--- src/rtl/pow_n_pipe.sv ---
// pow_n_pipe: pipelined unsigned integer power unit, o_res = i_n ** POW.
// S = POW-1 multiply stages, each with a valid bit, operand copy, partial
// product and sticky overflow flag. Valid/ready handshake on both sides,
// bubble-collapsing stalls, i_clk_en qualifies every register update.
//
// Ports:
//   i_clk        clock, rising edge
//   i_rst        synchronous active-high reset
//   i_clk_en     pipeline advance qualifier
//   i_n_vld      operand valid
//   o_n_rdy      operand accepted this cycle (combinational from i_res_rdy)
//   i_n          operand, unsigned, W bits
//   o_res_vld    result valid (last stage valid bit)
//   i_res_rdy    downstream accepts result
//   o_res        result, RW bits (registered)
//   o_ovf        result overflowed RW bits (registered)
//   o_stage_vld  per-stage valid bits, bit 0 = first stage
//
// Build option: define POW_N_PIPE_SAT_EN to saturate overflowed products to
// all ones; otherwise products wrap modulo 2**RW (o_ovf reported either way).

module pow_n_pipe #(
  parameter int unsigned W   = 8,
  parameter int unsigned RW  = 32,
  parameter int unsigned POW = 5
) (
  input  logic            i_clk,
  input  logic            i_rst,
  input  logic            i_clk_en,
  input  logic            i_n_vld,
  output logic            o_n_rdy,
  input  logic [W-1:0]    i_n,
  output logic            o_res_vld,
  input  logic            i_res_rdy,
  output logic [RW-1:0]   o_res,
  output logic            o_ovf,
  output logic [POW-2:0]  o_stage_vld
);

  localparam int unsigned S   = POW - 1;
  localparam int unsigned PW  = RW + W;
  localparam int unsigned SQW = 2 * W;

  logic [S-1:0]  r_vld;
  logic [W-1:0]  r_n [S];
  logic [RW-1:0] r_p [S];
  logic [S-1:0]  r_o;

  logic [S-1:0]   w_adv;
  logic [RW-1:0]  w_p_nxt [S];
  logic [S-1:0]   w_o_nxt;
  logic [SQW-1:0] w_sq;

  // Advance chain: a stage moves if enabled and any stage from it to the
  // output is empty or the output is being taken (nested clk_en factors out).
  always_comb begin : adv_chain
    logic v_open;
    w_adv  = '0;
    v_open = i_res_rdy;
    for (int k = int'(S) - 1; k >= 0; k--) begin
      v_open   = v_open | ~r_vld[k];
      w_adv[k] = i_clk_en & v_open;
    end
  end

  // Next-state data for each stage: square at stage 0, multiply after.
  always_comb begin : next_data
    logic [PW-1:0] v_prod;
    v_prod     = '0;
    w_o_nxt    = '0;
    w_sq       = SQW'(i_n) * SQW'(i_n);
    w_p_nxt[0] = RW'(w_sq);
    for (int k = 1; k < int'(S); k++) begin
      v_prod     = PW'(r_p[k-1]) * PW'(r_n[k-1]);
      w_o_nxt[k] = r_o[k-1] | (|v_prod[PW-1:RW]);
`ifdef POW_N_PIPE_SAT_EN
      w_p_nxt[k] = w_o_nxt[k] ? {RW{1'b1}} : v_prod[RW-1:0];
`else
      w_p_nxt[k] = v_prod[RW-1:0];
`endif
    end
  end

  // Stage registers: load only on advance; reset wins over clk_en.
  always_ff @(posedge i_clk) begin
    if (i_rst) begin
      r_vld <= '0;
      r_o   <= '0;
      for (int k = 0; k < int'(S); k++) begin
        r_n[k] <= '0;
        r_p[k] <= '0;
      end
    end else begin
      if (w_adv[0]) begin
        r_vld[0] <= i_n_vld;
        r_n[0]   <= i_n;
        r_p[0]   <= w_p_nxt[0];
        r_o[0]   <= w_o_nxt[0];
      end
      for (int k = 1; k < int'(S); k++) begin
        if (w_adv[k]) begin
          r_vld[k] <= r_vld[k-1];
          r_n[k]   <= r_n[k-1];
          r_p[k]   <= w_p_nxt[k];
          r_o[k]   <= w_o_nxt[k];
        end
      end
    end
  end

  assign o_n_rdy     = w_adv[0];
  assign o_res_vld   = r_vld[S-1];
  assign o_res       = r_p[S-1];
  assign o_ovf       = r_o[S-1];
  assign o_stage_vld = r_vld;

endmodule
--- config.mk ---
export PLATFORM = sky130hd
export DESIGN_NAME = pow_n_pipe
export DESIGN_NICKNAME = d
export VERILOG_FILES = /design/src/rtl/pow_n_pipe.sv
export SDC_FILE = /design/constraint.sdc
export NUM_CORES = 2
export LEC_CHECK = 0
export ABC_AREA = 1
export BUFFER_PORTS_ARGS = -buffer_cell sky130_fd_sc_hd__clkbuf_2
export CAP_MARGIN = 15
export CELL_PAD_IN_SITES_DETAIL_PLACEMENT = 1
export CELL_PAD_IN_SITES_GLOBAL_PLACEMENT = 1
export CORE_MARGIN = 3
export CORE_UTILIZATION = 53
export CTS_BUF_LIST = sky130_fd_sc_hd__clkbuf_8 sky130_fd_sc_hd__clkbuf_16
export CTS_CLUSTER_SIZE = 30
export DETAILED_ROUTE_END_ITERATION = 8
export GPL_ROUTABILITY_DRIVEN = 0
export GPL_TIMING_DRIVEN = 0
export PLACE_DENSITY_LB_ADDON = 0.1
export RECOVER_POWER = 50
export SETUP_SLACK_MARGIN = 0.1
export SLEW_MARGIN = 40
export SYNTH_ARGS = -nofsm -noshare
export SYNTH_HDL_FRONTEND = slang
export SYNTH_SLANG_ARGS = --single-unit
--- constraint.sdc ---
create_clock -name i_clk -period 7 [get_ports i_clk]
set_clock_uncertainty 0.05 [all_clocks]
set_input_delay 0 -clock i_clk [delete_from_list [all_inputs] [get_ports i_clk]]
set_output_delay 0 -clock i_clk [all_outputs]
set_load 0.02 [all_outputs]
Word level (Yosys, flattened, before mapping)
Memory sizes are Yosys's and may differ from the RTL's.
Cells that the tools add are included.
Widths: inputs -> output; s select.
{"block": "word_totals", "inputBits": 13, "elab_cells": 60, "reg_bits": 7, "out_inout_bits": 39, "mem_count": 2, "ramBits": 160}
{"block": "op_classes", "bitwise": 22, "n_mux": 22, "n_mul": 4, "reduce_logical": 3}
{"name": "r_p", "words": 4, "word_bits": 32, "rd": 4, "rd_clocked_by_memory_dff": 0, "wr": 4, "line_no": "46", "rtl": "logic [RW-1:0] r_p [S];"}
{"name": "r_n", "words": 4, "word_bits": 8, "rd": 3, "rd_clocked_by_memory_dff": 0, "wr": 4, "line_no": "45", "rtl": "logic [W-1:0] r_n [S];"}
{"cell": "$mux 32", "n": 4}
{"cell": "$mul 32x8->40", "n": 3}
{"cell": "$mux 8", "n": 4}
{"cell": "$reduce_or 8->1", "n": 3}
{"cell": "$mul 8x8->16", "n": 1}
{"cell": "$mux 1", "n": 14}
{"cell": "$or 1x1->1", "n": 14}
{"cell": "$and 1x1->1", "n": 4}
{"cell": "$not 1->1", "n": 4}

Longest topological paths before layout
{"block": "depth", "word_depth": 10, "mapped_depth": 30, "ltp_nobuf": 29}

Worst setup path after synthesis
No wires, ideal clock.
{"block": "synth_path", "path_kind": "register to register", "from": "memory r_n[1][2], in the netlist r_n[0][10]", "to": "memory r_p[2][30] (data pin)", "arrival_time_ns": 4.293, "n_path_buf": 2, "path_slack_ns": 2.398, "period_less_slack_ns": 4.602, "path_stages_with_launch": 22, "setup_ns": 0.259, "t_required_ns": 6.691, "path_cell_list": "edfxtp_1 clkbuf_1 clkbuf_1 nand2_1 fa_1 fa_1 inv_1 fa_1 inv_1 fa_1 inv_1 ha_1 inv_1 o21ai_1 a21oi_1 nand2_1 nand2_1 nand2_1 a21o_1 a21oi_1 o21ai_0 a21oi_1"}
{"item": "start: declaration", "line_no": "45"}
{"item": "end: declaration", "line_no": "46"}

==> results.md <==
- DRC: 0
- WL final: 81,400 um
- Synth Instances: 3,477
- Max-slew violations: 41
- Share of the synthesized area in the top cell type: 32.7%
- Die area: 51,900 um2
- Slew @ Worst Pin: 1720 ps
- XOR/XNOR Fraction of Synth Area: 0.302%
- Core ar.: 48,100 um2
- Yosys warns: 0
- EDFF count, synth: 126
- CP Buf/Inv Count: 6
- Post-synthesis area per instance: 7.50 um2
- WP data arrival: 6180 ps
- Hold Crit Class: input port to flip-flop
- Final setup margin: 980 ps
- Via Count: 22,620
- Hold Path End: r_n[0][2]
- PortBufs: 45
- Cts hold-fix bufs: 4
- Filler Cell Count: 6,247
- Hold Path Depth: 3
- Seq/Total Area, Yosys: 15.0%
- FF+latch count, synth: 132
- Post-Route Utilization: 57.5%
- Clk buf depth: 2
- IO Pins: 52
- Drt first pass iters: 5
- Distinct cells, synth: 43
- Die Y: 228 um
- Min Hold Slack: 59.2 ps
- Area post-placement: 27,100 um2
- Std cell rows: 80
- Critical Path Fanout Max: 10
- Initial core utilization: 54.1%
- Maximum level of the CTS H-tree: 4
- Combinational family with the most area after synthesis: adder cells
- Reg2reg end: r_p[2][30]
- CTS Root Cell: clkbuf_16
- Async SR Flop Fraction: 0%
- Chip width: 228 um
- Maximum VDD drop: 0.200 mV
- Synth area leaders: fa_1, edfxtp_1, inv_1
- Startpoint Class: flip-flop
- CTS tree: yes
- Design Area, Final: 27,700 um2
- Final hold viol count: 0
- Postcts setup bufs: 0
- Post-Synth Adder-Cell Area: 42.2%
- Clock latency on the worst-skew pair: 480 ps
- Post-route antenna net violation count: 0
- Crit Path Category: flip-flop to flip-flop
- Failing checks: max-capacitance violations, max-slew violations
- First-pass GRT wire length: 133,000 um
- Slew margin rel.: -15.0%
- Pin count of the biggest net entering global routing: 41
- Power Dens Cells: 170 nW/um2
- Setup violators final: 0
- Worst slack at placement: 961 ps
- Worst-path clk slew: 60 ps
- Post-DR wirelength/cell: 19.3 um
- Status: complete, but fails checks
- Reg2Reg Depth: 21
- Crit. End Element: flip-flop
- Required @ worst endpoint: 7160 ps
- Area growth syn-to-layout: 6.20%
- Post-Synth Simple-Gate Area: 18.1%
- Initial antenna violation count: 0
- Sink Count: 132
- DRT iter0 DRCs: 1,354
- Start of the worst register-to-register path: r_n[0][13]
- Share of post-route cells with drive strength above 1: 3.20%
- Nets: 4,181
- Total GRT Usage: 32.4%
- Top cell type by total area after synthesis: fa_1
- Post-Syn Nets: 4,113
- Post-cts sizing count: 0
- Main synth FF type: edfxtp_1
- CP cell instances: clkbuf_1 > clkbuf_1 > nand2_1 > fa_1 > fa_1 > inv_1 > fa_1 > inv_1 > fa_1 > inv_1 > ha_1 > inv_1 > o21ai_1 > a21oi_1 > nand2_1 > nand2_1 > nand2_1 > a21o_1 > a21oi_1 > o21ai_0 > a21oi_1
- Number of max-cap violations: 1
- Grt ovf: 0
- Max Freq: 166 MHz
- Lkg Pwr: 15.8 nW
- FF-to-FF setup slack: 980 ps
- Vias in the first global route: 25,915
- Setup TNS Final: 0 ps
- Crit-path leading delay family: adder cells
- HP Start: i_n[2]
- RSZ-0062 raised after global routing: false
- Fin crit share: 86.0%
- Delay of the slowest cell on the worst path: 670 ps
- Minimum clock period: 6020 ps
- Mux cell area share after synthesis: 0%
- Complex-gate fraction of the synthesized area: 7.71%
- HPWL after DPL: 67,300 um
- Vias per cell: 5.37
- Critical path's slowest cell: clkbuf_1
- Synth Cell Area: 26,100 um2
- Cts bufs inserted: 17
-- synthesized netlist by cell type, types with 2 or more instances --
library cell    n
clkinv_1        2
a31oi_1         8
edfxtp_1      126
nand2_2         6
a21oi_1       174
xnor2_1         2
clkbuf_2       36
o21ai_1        13
a21o_1         11
nor3_1         15
o211ai_1        4
buf_1          13
nand4_1         9
nor2_1        163
o22ai_1         3
inv_1         992
dfxtp_1         6
buf_4           2
nor2_2          3
nor4_1          6
o21ai_0        99
a21oi_2         6
fa_1          426
nand3_2         3
a31o_2          3
nand2_1       942
xor2_1          7
o21ai_2         7
a221oi_1        3
ha_1          197
nand3_1        52
o21bai_1       16
clkbuf_1       98
o21a_1         10
and2_1          3
buf_2           4
-- worst min-delay path: stages --
cell      delay [ps]
clkbuf_2         210
inv_1            150
nor2_1            60
-- placed cells by master, fill, tap and decap left out, types with 4 or more instances in the layout --
cell and n:
inv_1 992, nand2_1 941, fa_1 426, ha_1 197, a21oi_1 174, nor2_1 163, clkbuf_1 133, edfxtp_1 126
o21ai_0 101, nand3_1 52, clkbuf_2 46, clkbuf_16 17, o21bai_1 16, nor3_1 15, buf_1 13, o21ai_1 13
a21o_1 11, o21a_1 10, nand4_1 9, a31oi_1 8, xor2_1 7, nand2_2 7, nor4_1 6, a21oi_2 6
clkinvlp_4 6, dfxtp_1 6, o21ai_2 5, inv_6 5, buf_2 4, o211ai_1 4, dlygate4sd3_1 4
-- area by class of cell --
class	instances	area [um2]	area share [%]
sequential	132	3900	14.1
timing repair buffer	49	218	0.787
inverter	994	3730	13.5
clock buffer	19	453	1.64
buffer	153	636	2.30
antenna	1	2.50	0.00904
tap	656	821	2.97
multi-input combinational	2198	17800	64.3
clock inverter	13	124	0.448
-- report_power, final --
group	total, mW	switching (mW)	internal [mW]
Sequential	1.08	0.0598	1.02
Combinational	2.71	1.84	0.864
Clock	0.910	0.400	0.510
-- kinds of logic after synthesis --
family          Yosys count
simple gates           1205
compound gates          361
xor+xnor                  9
flops                   132
buf+inv                1147
fa+ha+maj               623
-- metrics by stage --
stage | power [mW] | cells
CTS | 4.71 | 4214
global placement | 3.64 | 4178
global route | 5.09 | 4214
detailed placement | 3.79 | 4178
finish | 4.70 | 4215
floorplan | 2.92 | 3477
-- worst max-delay path by stage --
stage,from,to,slack (ps),depth (start not counted)
final,r_n[0][13],r_p[2][30],980,21
after global routing,r_n[0][13],r_o[2],700,24
after CTS,r_n[0][10],r_p[2][30],900,19
after detailed placement,r_n[0][10],r_p[2][30],960,19
after global placement,r_n[0][12],r_p[2][30],1130,19
after floorplan,r_n[0][10],r_p[2][30],2400,21
-- per-layer routing --
layer / share of wire (%) / vias up / global-route usage [%]
met3: 4.8 / 178 / 4.02
met2: 53 / 645 / 60.4
met5: 0 / - / 0
met1: 39 / 11512 / 38.0
li1: - / 10285 / -
met4: 3.5 / 0 / 12.5
-- registers in the layout, indices dropped and copies added, names as in the netlist --
signal	count
r_p	102
r_n	24
o_stage_vld	4
r_o	2
Note: power is estimated with default switching activity, not from simulation.
